`src/rtl/controlador_lavadora_param.sv`:
```
// Coin-operated washer controller: credit accumulation, service selection, change and timed run.
// All outputs registered (one-edge latency); no backpressure, coins during a service are rejected.
module controlador_lavadora_param #(
   parameter int CNT_W         = 5,
   parameter int PRECIO_SECADO = 3,
   parameter int PRECIO_LAVADO = 4,
   parameter int PRECIO_PESADO = 8,
   parameter int T_SECADO      = 6,
   parameter int T_LAVADO      = 10,
   parameter int T_PESADO      = 16,
   parameter int TMR_W         = 8
) (
   input  logic             clk,
   input  logic             reset,
   input  logic             INTRO_MONEDAS,
   input  logic             FINALIZAR_PAGO,
   input  logic             CANCELAR,
   output logic             SECADO,
   output logic             LAVADO,
   output logic             LAVADO_PESADO,
   output logic             INSUFICIENTE,
   output logic             OCUPADO,
   output logic             RECHAZO,
   output logic [CNT_W-1:0] CREDITO,
   output logic [CNT_W-1:0] CAMBIO,
   output logic             CAMBIO_VALIDO,
   output logic [TMR_W-1:0] TIEMPO_RESTANTE
);

   typedef enum logic {PAGO, SERVICIO} estado_t;

   localparam logic [CNT_W-1:0] CRED_MAX = '1;
   localparam logic [CNT_W-1:0] P_SEC    = CNT_W'(PRECIO_SECADO);
   localparam logic [CNT_W-1:0] P_LAV    = CNT_W'(PRECIO_LAVADO);
   localparam logic [CNT_W-1:0] P_PES    = CNT_W'(PRECIO_PESADO);
   localparam logic [TMR_W-1:0] D_SEC    = TMR_W'(T_SECADO);
   localparam logic [TMR_W-1:0] D_LAV    = TMR_W'(T_LAVADO);
   localparam logic [TMR_W-1:0] D_PES    = TMR_W'(T_PESADO);

   estado_t          estado;
   logic             moneda_ok;
   logic [CNT_W-1:0] credito_c;
   logic             sel_ok;
   logic [2:0]       sel_svc;   // {pesado, lavado, secado}
   logic [CNT_W-1:0] sel_precio;
   logic [TMR_W-1:0] sel_tiempo;

   // Credit including this cycle's coin (saturated) and the best affordable service.
   always_comb begin
      moneda_ok  = INTRO_MONEDAS && (CREDITO != CRED_MAX);
      credito_c  = CREDITO + CNT_W'(moneda_ok);
      sel_ok     = 1'b1;
      sel_svc    = 3'b000;
      sel_precio = '0;
      sel_tiempo = '0;
      if (credito_c >= P_PES) begin
         sel_svc    = 3'b100;
         sel_precio = P_PES;
         sel_tiempo = D_PES;
      end else if (credito_c >= P_LAV) begin
         sel_svc    = 3'b010;
         sel_precio = P_LAV;
         sel_tiempo = D_LAV;
      end else if (credito_c >= P_SEC) begin
         sel_svc    = 3'b001;
         sel_precio = P_SEC;
         sel_tiempo = D_SEC;
      end else begin
         sel_ok     = 1'b0;
      end
   end

   always_ff @(posedge clk) begin
      if (reset) begin
         estado          <= PAGO;
         SECADO          <= 1'b0;
         LAVADO          <= 1'b0;
         LAVADO_PESADO   <= 1'b0;
         INSUFICIENTE    <= 1'b0;
         OCUPADO         <= 1'b0;
         RECHAZO         <= 1'b0;
         CREDITO         <= '0;
         CAMBIO          <= '0;
         CAMBIO_VALIDO   <= 1'b0;
         TIEMPO_RESTANTE <= '0;
      end else begin
         INSUFICIENTE  <= 1'b0;
         CAMBIO_VALIDO <= 1'b0;
         if (estado == PAGO) begin
            RECHAZO <= INTRO_MONEDAS && !moneda_ok;
            if (CANCELAR) begin
               CAMBIO        <= credito_c;
               CAMBIO_VALIDO <= 1'b1;
               CREDITO       <= '0;
            end else if (FINALIZAR_PAGO) begin
               if (sel_ok) begin
                  {LAVADO_PESADO, LAVADO, SECADO} <= sel_svc;
                  OCUPADO         <= 1'b1;
                  CAMBIO          <= credito_c - sel_precio;
                  CAMBIO_VALIDO   <= 1'b1;
                  CREDITO         <= '0;
                  TIEMPO_RESTANTE <= sel_tiempo;
                  estado          <= SERVICIO;
               end else begin
                  INSUFICIENTE <= 1'b1;
                  CREDITO      <= credito_c;
               end
            end else begin
               CREDITO <= credito_c;
            end
         end else begin
            RECHAZO <= INTRO_MONEDAS;
            // The remaining-time output doubles as the service timer.
            if (TIEMPO_RESTANTE == TMR_W'(1)) begin
               SECADO          <= 1'b0;
               LAVADO          <= 1'b0;
               LAVADO_PESADO   <= 1'b0;
               OCUPADO         <= 1'b0;
               TIEMPO_RESTANTE <= '0;
               estado          <= PAGO;
            end else begin
               TIEMPO_RESTANTE <= TIEMPO_RESTANTE - TMR_W'(1);
            end
         end
      end
   end

endmodule
```
`config.mk`:
```
export PLATFORM = sky130hd
export DESIGN_NAME = controlador_lavadora_param
export DESIGN_NICKNAME = d
export VERILOG_FILES = /design/src/rtl/controlador_lavadora_param.sv
export SDC_FILE = /design/constraint.sdc
export NUM_CORES = 1
export LEC_CHECK = 0
export CAP_MARGIN = 20
export CELL_PAD_IN_SITES_DETAIL_PLACEMENT = 2
export CELL_PAD_IN_SITES_GLOBAL_PLACEMENT = 2
export CORE_MARGIN = 4
export CORE_UTILIZATION = 28
export CTS_CLUSTER_DIAMETER = 60
export DETAILED_ROUTE_END_ITERATION = 7
export GPL_TIMING_DRIVEN = 0
export PLACE_DENSITY_LB_ADDON = 0.1
export SLEW_MARGIN = 15
export SYNTH_ARGS = -nofsm -noshare
export SYNTH_HDL_FRONTEND = slang
export SYNTH_SLANG_ARGS = --single-unit
```
`constraint.sdc`:
```
create_clock -name clk -period 3.6 [get_ports clk]
set_clock_uncertainty 0.1 [all_clocks]
set_input_delay 0.54 -clock clk [delete_from_list [all_inputs] [get_ports clk]]
set_output_delay 0.54 -clock clk [all_outputs]
set_load 0.005 [all_outputs]
```
Word level (Yosys, flattened, before mapping)
Index checks and enable logic that the tools add are counted.
{ "totals": {"regBits": 26, "input_bits": 5, "out_inout_bits": 25, "word_cells": 83} }
{ "classes": {"addsub": 3, "n_lt_le_gt_ge": 3, "eq_ne": 4, "muxes": 48, "n_bitwise": 2, "reduce_logical": 12} }
{ "ops": {"columns": ["cell", "count"], "rows": [
  ["$mux W8", 5],
  ["$mux W5", 7],
  ["$mux W1", 29],
  ["$mux W3", 3],
  ["$eq A8 B1 Y1 const B", 1],
  ["$mux W4", 2],
  ["$reduce_bool A2 Y1", 4],
  ["$sub A8 B1 Y8 const B", 1],
  ["$reduce_and A3 Y1", 2],
  ["$add A5 B1 Y5", 1],
  ["$ge A5 B2 Y1 const B", 1],
  ["$ge A5 B3 Y1 const B", 1],
  ["$ge A5 B4 Y1 const B", 1],
  ["$ne A5 B5 Y1 const B", 1],
  ["$sub A5 B5 Y5", 1],
  ["$mux W2", 2],
  ["$ne A2 B1 Y1 const B", 2],
  ["$reduce_and A4 Y1", 1],
  ["$reduce_or A4 Y1", 1],
  ["$logic_and A1 B1 Y1", 2],
  ["$not A1 Y1", 2],
  ["$reduce_or A2 Y1", 1],
  ["$logic_not A1 Y1", 1]
]} }

Logic depth before layout (Yosys ltp)
Gate-level depths: netlist of run 1.
{ "depth": {"ltp_word": 11, "depth_mapped": 17, "mapped_depth_nobuf": 15} }

Least setup slack after synthesis of run 1
No wires, ideal clock.
{ "synth_timing": {"path_type": "register to register", "start": "reg CREDITO[3]", "end": "reg CAMBIO[1]", "setup_time_ps": 135, "arrival_ps": 3306, "required_time_ps": 3365, "slack_ps": 59, "stages_incl_launch_ff": 18, "path_buffers": 2, "synth_period_minus_slack_ps": 3541, "cell_sequence": "dfxtp_1 clkbuf_1 nand3_1 nor2_1 nor2b_1 ha_1 ha_1 buf_2 nand2_1 a21oi_1 o21ai_0 inv_1 ha_1 inv_1 fa_1 mux2_2 nor4_1 nor3_1"} }
{ "synth_via": {"elab_chain_cells": 11, "elab_cells_between_ends": 18, "classes_between": "add/sub (2); order compare (3); eq/ne (1); mux (9); reduce/logical (3)"} }
{ "synth_lines": {"columns": ["item", "line", "source"], "rows": [
  ["start, declared", "24", "output logic [CNT_W-1:0] CREDITO,"],
  ["start signal, assigned", "106", "CREDITO <= credito_c;"],
  ["start signal, assigned", "109", "CREDITO <= credito_c;"],
  ["$ne A5 B5 Y1", "50", "moneda_ok = INTRO_MONEDAS && (CREDITO != CRED_MAX);"],
  ["$logic_and A1 B1 Y1", "50", null],
  ["$add A5 B1 Y5 (*)", "51", "credito_c = CREDITO + CNT_W'(moneda_ok);"],
  ["$ge A5 B2 Y1", "64", "end else if (credito_c >= P_SEC) begin"],
  ["$mux W2", "64", null],
  ["$mux W3", "60", "end else if (credito_c >= P_LAV) begin"],
  ["$mux W4", "56", "if (credito_c >= P_PES) begin"],
  ["$sub A5 B5 Y5", "99", "CAMBIO <= credito_c - sel_precio;"],
  ["$mux W5", "96", "if (sel_ok) begin"],
  ["$mux W5", "95", "end else if (FINALIZAR_PAGO) begin"],
  ["$mux W5", "91", "if (CANCELAR) begin"],
  ["end signal, assigned", "92", "CAMBIO <= credito_c;"],
  ["end signal, assigned", "99", null],
  ["end, declared", "25", "output logic [CNT_W-1:0] CAMBIO,"]
]} }
Every way passes the cells marked *; elsewhere a longest branch is shown, timed or not. The select of a mux whose other input is x is not followed.
A chain may end at the register's enable or synchronous reset.

Final worst setup path of run 1
{ "layout_timing": {"start": "in INTRO_MONEDAS", "end": "reg CAMBIO[1]"} }
{ "layout_via": {"elab_chain_cells": 10, "elab_cells_between_ends": 17, "classes_between": "add/sub (2); order compare (3); mux (9); reduce/logical (3)"} }
{ "layout_lines": {"columns": ["item", "line", "source"], "rows": [
  ["start, declared", "15", "input logic INTRO_MONEDAS,"],
  ["$logic_and A1 B1 Y1 (*)", "50", null],
  ["$add A5 B1 Y5 (*)", "51", null],
  ["$ge A5 B2 Y1", "64", null],
  ["$mux W2", "64", null],
  ["$mux W3", "60", null],
  ["$mux W4", "56", null],
  ["$sub A5 B5 Y5", "99", null],
  ["$mux W5", "96", null],
  ["$mux W5", "95", null],
  ["$mux W5", "91", null]
]} }
Marks and branches as above.

==> summary.txt, run 1 <==
Fin crit period -> 3.40 ns
First-pass GRT wire length -> 9720 µm
# hold bufs at CTS -> 0
Vias in the first global route -> 1793
Synth Area in Compound Gates -> 29.2%
Synth Area in Simple Gates -> 22.3%
Mean Syn Cell Area -> 8.47 µm²
Max incr delay on CP -> 0.48 ns
DP Wirelength -> 4530 µm
Number of synthesized flops with an enable pin -> 0
Worst Hold Class -> reg -> reg
Total number of vias -> 1695
Clock-pin slew on the worst setup and hold paths -> 0.11 ns
Synth Cell Area -> 1640 µm²
Worst EP arrival -> 3.46 ns
Routed Antenna Nets -> 0
Synth area leaders -> dfxtp_1 32%, o21ai_0 4.6%, a21oi_1 4.0%
Crit-path slowest cell -> clkdlybuf4s50_1
Leakage power -> 0.764 nW
CTS tree -> yes
Cell taking the most area after synthesis -> dfxtp_1
CTS Buffer Depth -> 2
Startpoint Class -> input pin
Final Max Tran Viols -> 0
Synth-to-Final Area Change -> 32.7%
Die Y -> 84.4 µm
Crit. End Element -> register
Chip width -> 84.4 µm
Count of warnings emitted by yosys -> 0
Finished Layout Cells -> 301
Placement Rows -> 27
CP Class -> in -> reg
Slew margin rel. -> 57.6%
Inserted Clock Buffers -> 3
Initial Utilization -> 29.3%
Syn nets -> 204
Largest net degree at the start of global routing -> 16
Synth cell count leaders -> 26 x dfxtp_1, 17 x nand2_1, 15 x o21ai_0
Routed wire length per instance -> 20.0 µm
Dpl cell area -> 2020 µm²
Number of buffers added on ports -> 29
Worst EP required -> 3.66 ns
Drt total wl -> 6010 µm
Pre-Repair DR Iteration Count -> 4
Synth Register Bits -> 26
R2r setup slk -> 0.23 ns
Crit path max fanout -> 9
Post-synth ARST share -> 0%
# IOs -> 30
Xor and xnor fraction of the mapped netlist area -> 2.14%
Leading registers by flop count -> TIEMPO_RESTANTE (8), CAMBIO (5), CREDITO (5)
Die area -> 7130 µm²
Setup crit start -> INTRO_MONEDAS
Max Fclk -> 0.294 GHz
Share of cells above drive strength 1 -> 15.7%
Residual DRC -> 0
Clock latency on the worst-skew pair -> 0.28 ns
Initial DRC count -> 59
Max Cap Viol -> 0
Root Driver -> clkbuf_8
Nets@finish -> 241
Antenna violations before repair -> 0
Setup-failing EPs final -> 0
Reg2reg path depth -> 17
Final instance area -> 2170 µm²
Sequential area share after synthesis -> 31.8%
Distinct cells, synth -> 53
Most flops, register -> TIEMPO_RESTANTE
GR Util All Layers -> 16.9%
Post-synthesis adder-cell area fraction -> 5.05%
Sink Count -> 26
Placed insts -> 294
Largest family of logic cells by synthesized area -> compound AO/OA/AOI/OAI gates
Final Hold Fails -> 0
Synth Flop Type -> dfxtp_1
Number of flip-flops under the largest register name -> 8
Overflow left after global routing -> 0
Gpl congestion -> 0.788
Vias per inst -> 5.63
N_diodes -> 0
Cells along the critical path -> clkdlybuf4s50_1, nor2b_1, ha_2, ha_1, clkbuf_4, nor4_4, buf_4, o21ai_2, inv_1, ha_1, inv_1, fa_2, mux2_2, nor4_2, nor3_1
CP Capture Point -> CAMBIO[1]
Power per Cell Area -> 310 nW/µm²
Worst r2r src -> CREDITO[3]
Peak supply drop -> 146 µV
Post-synthesis mux area share -> 4.44%
Post-Syn Instances -> 193
Run status -> finished clean
Most common cell in the synthesized netlist -> dfxtp_1
H-tree Lvls -> 1
Final period util -> 94.4%
Top-area cell type share of the netlist area -> 31.8%
Critical register-to-register path endpoint -> CAMBIO[1]
Slew @ Worst Pin -> 0.636 ns
Area of the core -> 5570 µm²
-- cell families after synthesis --
family,Yosys count
AND/OR/NAND/NOR,67
AO/OA/AOI/OAI,62
flip-flops,26
buffers and inverters,21
adder cells (fa/ha/maj),6
multiplexers,7
XOR/XNOR,4
-- layer usage --
layer	share of wire (%)	GRT usage, %	vias up
met5	0	0	-
met4	0.77	3.45	0
met3	2.8	2.36	5
met2	48	28.3	26
met1	48	23.3	869
li1	-	-	795
-- final cells by class --
type | instances | area (µm²)
Multi-Input combinational cell | 146 | 1070
Tap cell | 72 | 90.1
Fill cell | 635 | 3400
Inverter | 11 | 41.3
Clock buffer | 3 | 41.3
Clock inverter | 1 | 30.0
Buffer | 10 | 56.3
Sequential cell | 26 | 527
Timing Repair Buffer | 32 | 313
-- timing repair --
item / in CTS / in global routing
setup buffers: 0 / 3
pin swaps: 0 / 2
endpoints found under the setup margin: 2 / 2
gates resized for setup: 12 / 9
-- metrics by stage --
step           setup slack (ns)  hold WS, ns  setup TNS (ns)  utilization [%]  power, mW
2_1_floorplan            0.0589        0.351               0                -      0.367
3_3_place_gp             -0.385        0.352          -0.726             36.2      0.409
3_5_place_dp             -0.529        0.360           -1.02             36.2      0.416
4_1_cts                  0.0159        0.380               0             38.1      0.676
5_1_grt                 -0.0169        0.406         -0.0314             38.9      0.704
6_report                  0.202        0.371               0             38.9      0.673
-- critical path, delay by kind of cell --
family,cells,cell delay (ns)
compound gates,1,0.21
fa+ha+maj,4,1.02
buf+inv,5,1.02
mux,1,0.28
simple gates,4,0.40
-- placed cells by master (no fill, tap or decap), types with 5 or more instances in the layout --
cell type / Yosys / layout
o21ai_0: 15 / 14
a21oi_1: 13 / 12
nor2_1: 7 / 6
clkdlybuf4s50_1: 0 / 29
dfxtp_1: 26 / 23
nand2_1: 17 / 16
inv_1: 10 / 10
mux2i_1: 5 / 5
or3_1: 6 / 6
nand3_1: 7 / 7
nor3_1: 7 / 7
clkbuf_1: 7 / 6
-- worst min-delay path by stage --
| stage | endpoint | depth (start not counted) | start | slack, ns |
|---|---|---|---|---|
| CTS | LAVADO | 2 | LAVADO | 0.38 |
| detailed placement | LAVADO | 2 | LAVADO | 0.36 |
| global placement | CAMBIO[3] | 2 | CAMBIO[3] | 0.35 |
| global route | LAVADO_PESADO | 2 | LAVADO_PESADO | 0.41 |
| finish | LAVADO | 2 | LAVADO | 0.37 |
| floorplan | LAVADO | 2 | LAVADO | 0.35 |
-- power by group --
group	total [mW]	switching [mW]	internal (mW)
Combinational	0.109	0.0610	0.0479
Sequential	0.304	0.00836	0.295
Clock	0.261	0.111	0.149
Total	0.673	0.181	0.492
Note: power is estimated with default switching activity, not from simulation.
==> run 2, diff against run 1 <==
--- a/config.mk
+++ b/config.mk
@@ -6,10 +6,10 @@
 export NUM_CORES = 1
 export LEC_CHECK = 0
 export CAP_MARGIN = 20
-export CELL_PAD_IN_SITES_DETAIL_PLACEMENT = 2
-export CELL_PAD_IN_SITES_GLOBAL_PLACEMENT = 2
+export CELL_PAD_IN_SITES_DETAIL_PLACEMENT = 1
+export CELL_PAD_IN_SITES_GLOBAL_PLACEMENT = 1
 export CORE_MARGIN = 4
-export CORE_UTILIZATION = 28
+export CORE_UTILIZATION = 38
 export CTS_CLUSTER_DIAMETER = 60
 export DETAILED_ROUTE_END_ITERATION = 7
 export GPL_TIMING_DRIVEN = 0
==> constraint.sdc (replaced) <==
create_clock -name clk -period 3.7 [get_ports clk]
set_clock_uncertainty 0.1 [all_clocks]
set_input_delay 0.555 -clock clk [delete_from_list [all_inputs] [get_ports clk]]
set_output_delay 0.555 -clock clk [all_outputs]
set_load 0.005 [all_outputs]
==> summary.txt, run 2 (same netlist as run 1, synthesis figures left out) <==
GR Util All Layers -> 19.9%
Met2 usage -> 33.2%
Routed wire length per instance -> 18.8 µm
Clock share of power -> 38.6%
Final Hold Fails -> 0
Final Max Tran Viols -> 0
Gate power share -> 15.6%
Kind of cell adding the most delay to the critical path -> adder cells
N_diodes -> 0
Clock latency on the worst-skew pair -> 0.28 ns
Slew @ Worst Pin -> 0.566 ns
Nets@finish -> 241
M1 GR Usage -> 26.9%
Pre-CTS setup slack -> -0.452 ns
Largest net degree at the start of global routing -> 16
Cells along the critical path -> clkbuf_4, nand3_1, nor2_2, nor2b_1, ha_2, ha_1, clkbuf_4, nor4_4, o21ai_2, inv_1, ha_1, inv_1, fa_1, nor2b_1, mux2_2, o21ai_0
Clock-pin slew on the worst setup and hold paths -> 0.10 ns
Initial Utilization -> 40.0%
Root Driver -> clkbuf_8
# IOs -> 30
Number of buffers added on ports -> 29
CP Class -> reg -> reg
Final period util -> 92.9%
Routed Antenna Nets -> 0
Power per Cell Area -> 302 nW/µm²
First-pass GRT wire length -> 8350 µm
Sink Count -> 26
Max Cap Viol -> 0
Placed insts -> 272
Worst Hold Class -> reg -> reg
Leakage power -> 0.764 nW
Worst EP arrival -> 3.55 ns
# hold bufs at CTS -> 0
Run status -> finished clean
Final worst slack -> 0.264 ns
Max Fclk -> 0.291 GHz
Crit-path slowest cell -> fa_1
Chip width -> 73.6 µm
Finished Layout Cells -> 279
Die Y -> 73.6 µm
Overflow left after global routing -> 0
Crit path max fanout -> 10
Gpl congestion -> 0.844
Share of cells above drive strength 1 -> 14.4%
Worst EP required -> 3.81 ns
Pre-Repair DR Iteration Count -> 4
Top Usage Layer GRT -> met2
Antenna violations before repair -> 0
Multi-input gate area -> 1070 µm²
Most frequent cells in the layout -> 29 x clkdlybuf4s50_1, 25 x dfxtp_1, 16 x nand2_1
Inserted Clock Buffers -> 3
Residual DRC -> 0
Peak supply drop -> 136 µV
Slew margin rel. -> 62.3%
Cell Int Power -> 478 µW
Sw frac -> 25.9%
CTS Buffer Depth -> 2
Setup-failing EPs final -> 0
Fill count -> 497
Vias per inst -> 6.04
Area of the core -> 4090 µm²
DP Wirelength -> 3910 µm
Number of flip-flops under the largest register name -> 8
GR Util met3 -> 2.33%
Most common cell after layout, fill and taps aside -> clkdlybuf4s50_1
Initial DRC count -> 110
Vias in the first global route -> 1626
Max incr delay on CP -> 0.43 ns
Synth-to-Final Area Change -> 30.7%
Setup_tns -> 0 ns
Most flops, register -> TIEMPO_RESTANTE
RSZ-0062 raised after global routing -> no
Sequential power share -> 45.7%
CP Buf/Inv Count -> 4
Startpoint Class -> register
P_sw -> 167 µW
CTS tree -> yes
Placement Rows -> 23
FF+latch area -> 524 µm²
Drt total wl -> 5240 µm
Crit. End Element -> register
Total number of vias -> 1684
Die area -> 5420 µm²
Leading registers by flop count -> TIEMPO_RESTANTE (8), CAMBIO (5), CREDITO (5)
H-tree Lvls -> 1
Fin crit period -> 3.44 ns
-- run 2: cell counts in the layout (fill, tap and decap cells not counted) --
No cell type changed its count.
-- run 2: through the flow --
step	area [µm²]	hold slack, ns	util, %	power [mW]
after floorplan	1640	0.351	-	0.357
after global placement	1990	0.346	48.7	0.395
after detailed placement	1990	0.360	48.7	0.399
after CTS	2080	0.374	50.9	0.644
after global routing	2140	0.408	52.3	0.670
final	2140	0.366	52.3	0.645
-- run 2: per-layer routing --
| layer | vias to the layer above | wire length [µm] |
|---|---|---|
| met1 | 830 | 2390 |
| met5 | - | 0 |
| met3 | 7 | 315 |
| li1 | 795 | - |
| met4 | 0 | 57 |
| met2 | 52 | 2480 |
-- run 2: power groups by stage --
stage | Combinational, mW | Sequential (mW) | Clock (mW)
final | 0.101 | 0.295 | 0.249
after global placement | 0.0937 | 0.301 | 0
after detailed placement | 0.0968 | 0.302 | 0
after floorplan | 0.0561 | 0.301 | 0
after global routing | 0.111 | 0.296 | 0.262
after CTS | 0.0980 | 0.295 | 0.250
-- run 2: path summary, 6_finish.rpt --
path / endpoint / from / cells after the start / slack (ns)
worst max-delay path: CAMBIO[2] / CREDITO[3] / 16 / 0.26
worst min register to register: LAVADO_PESADO / LAVADO_PESADO / 2 / 0.37
worst max register to register: CAMBIO[2] / CREDITO[3] / 16 / 0.26
worst min-delay path: LAVADO_PESADO / LAVADO_PESADO / 2 / 0.37
-- run 2: final cells by class --
cell class                 instances  area share [%]
buffer                            10            2.63
tap                               50            2.93
multi-input combinational        146            50.0
clock buffer                       3            1.93
sequential                        26            24.5
timing repair buffer              32            14.6
inverter                          11            1.93
clock inverter                     1            1.41
-- run 2: what timing repair did --
action | CTS | global route
setup endpoints to repair | 2 | 2
pin swaps | 0 | 2
cloned | 0 | 0
buffers inserted | 0 | 3
gates resized for setup | 8 | 12
-- run 2: worst reg2reg max path, stage by stage (launching register included) --
cell and delay, ns:
dfxtp_4 0.40, clkbuf_4 0.20, nand3_1 0.11, nor2_2 0.12, nor2b_1 0.07, ha_2 0.21
ha_1 0.18, clkbuf_4 0.20, nor4_4 0.34, o21ai_2 0.12, inv_1 0.08, ha_1 0.15
inv_1 0.06, fa_1 0.43, nor2b_1 0.15, mux2_2 0.28, o21ai_0 0.16
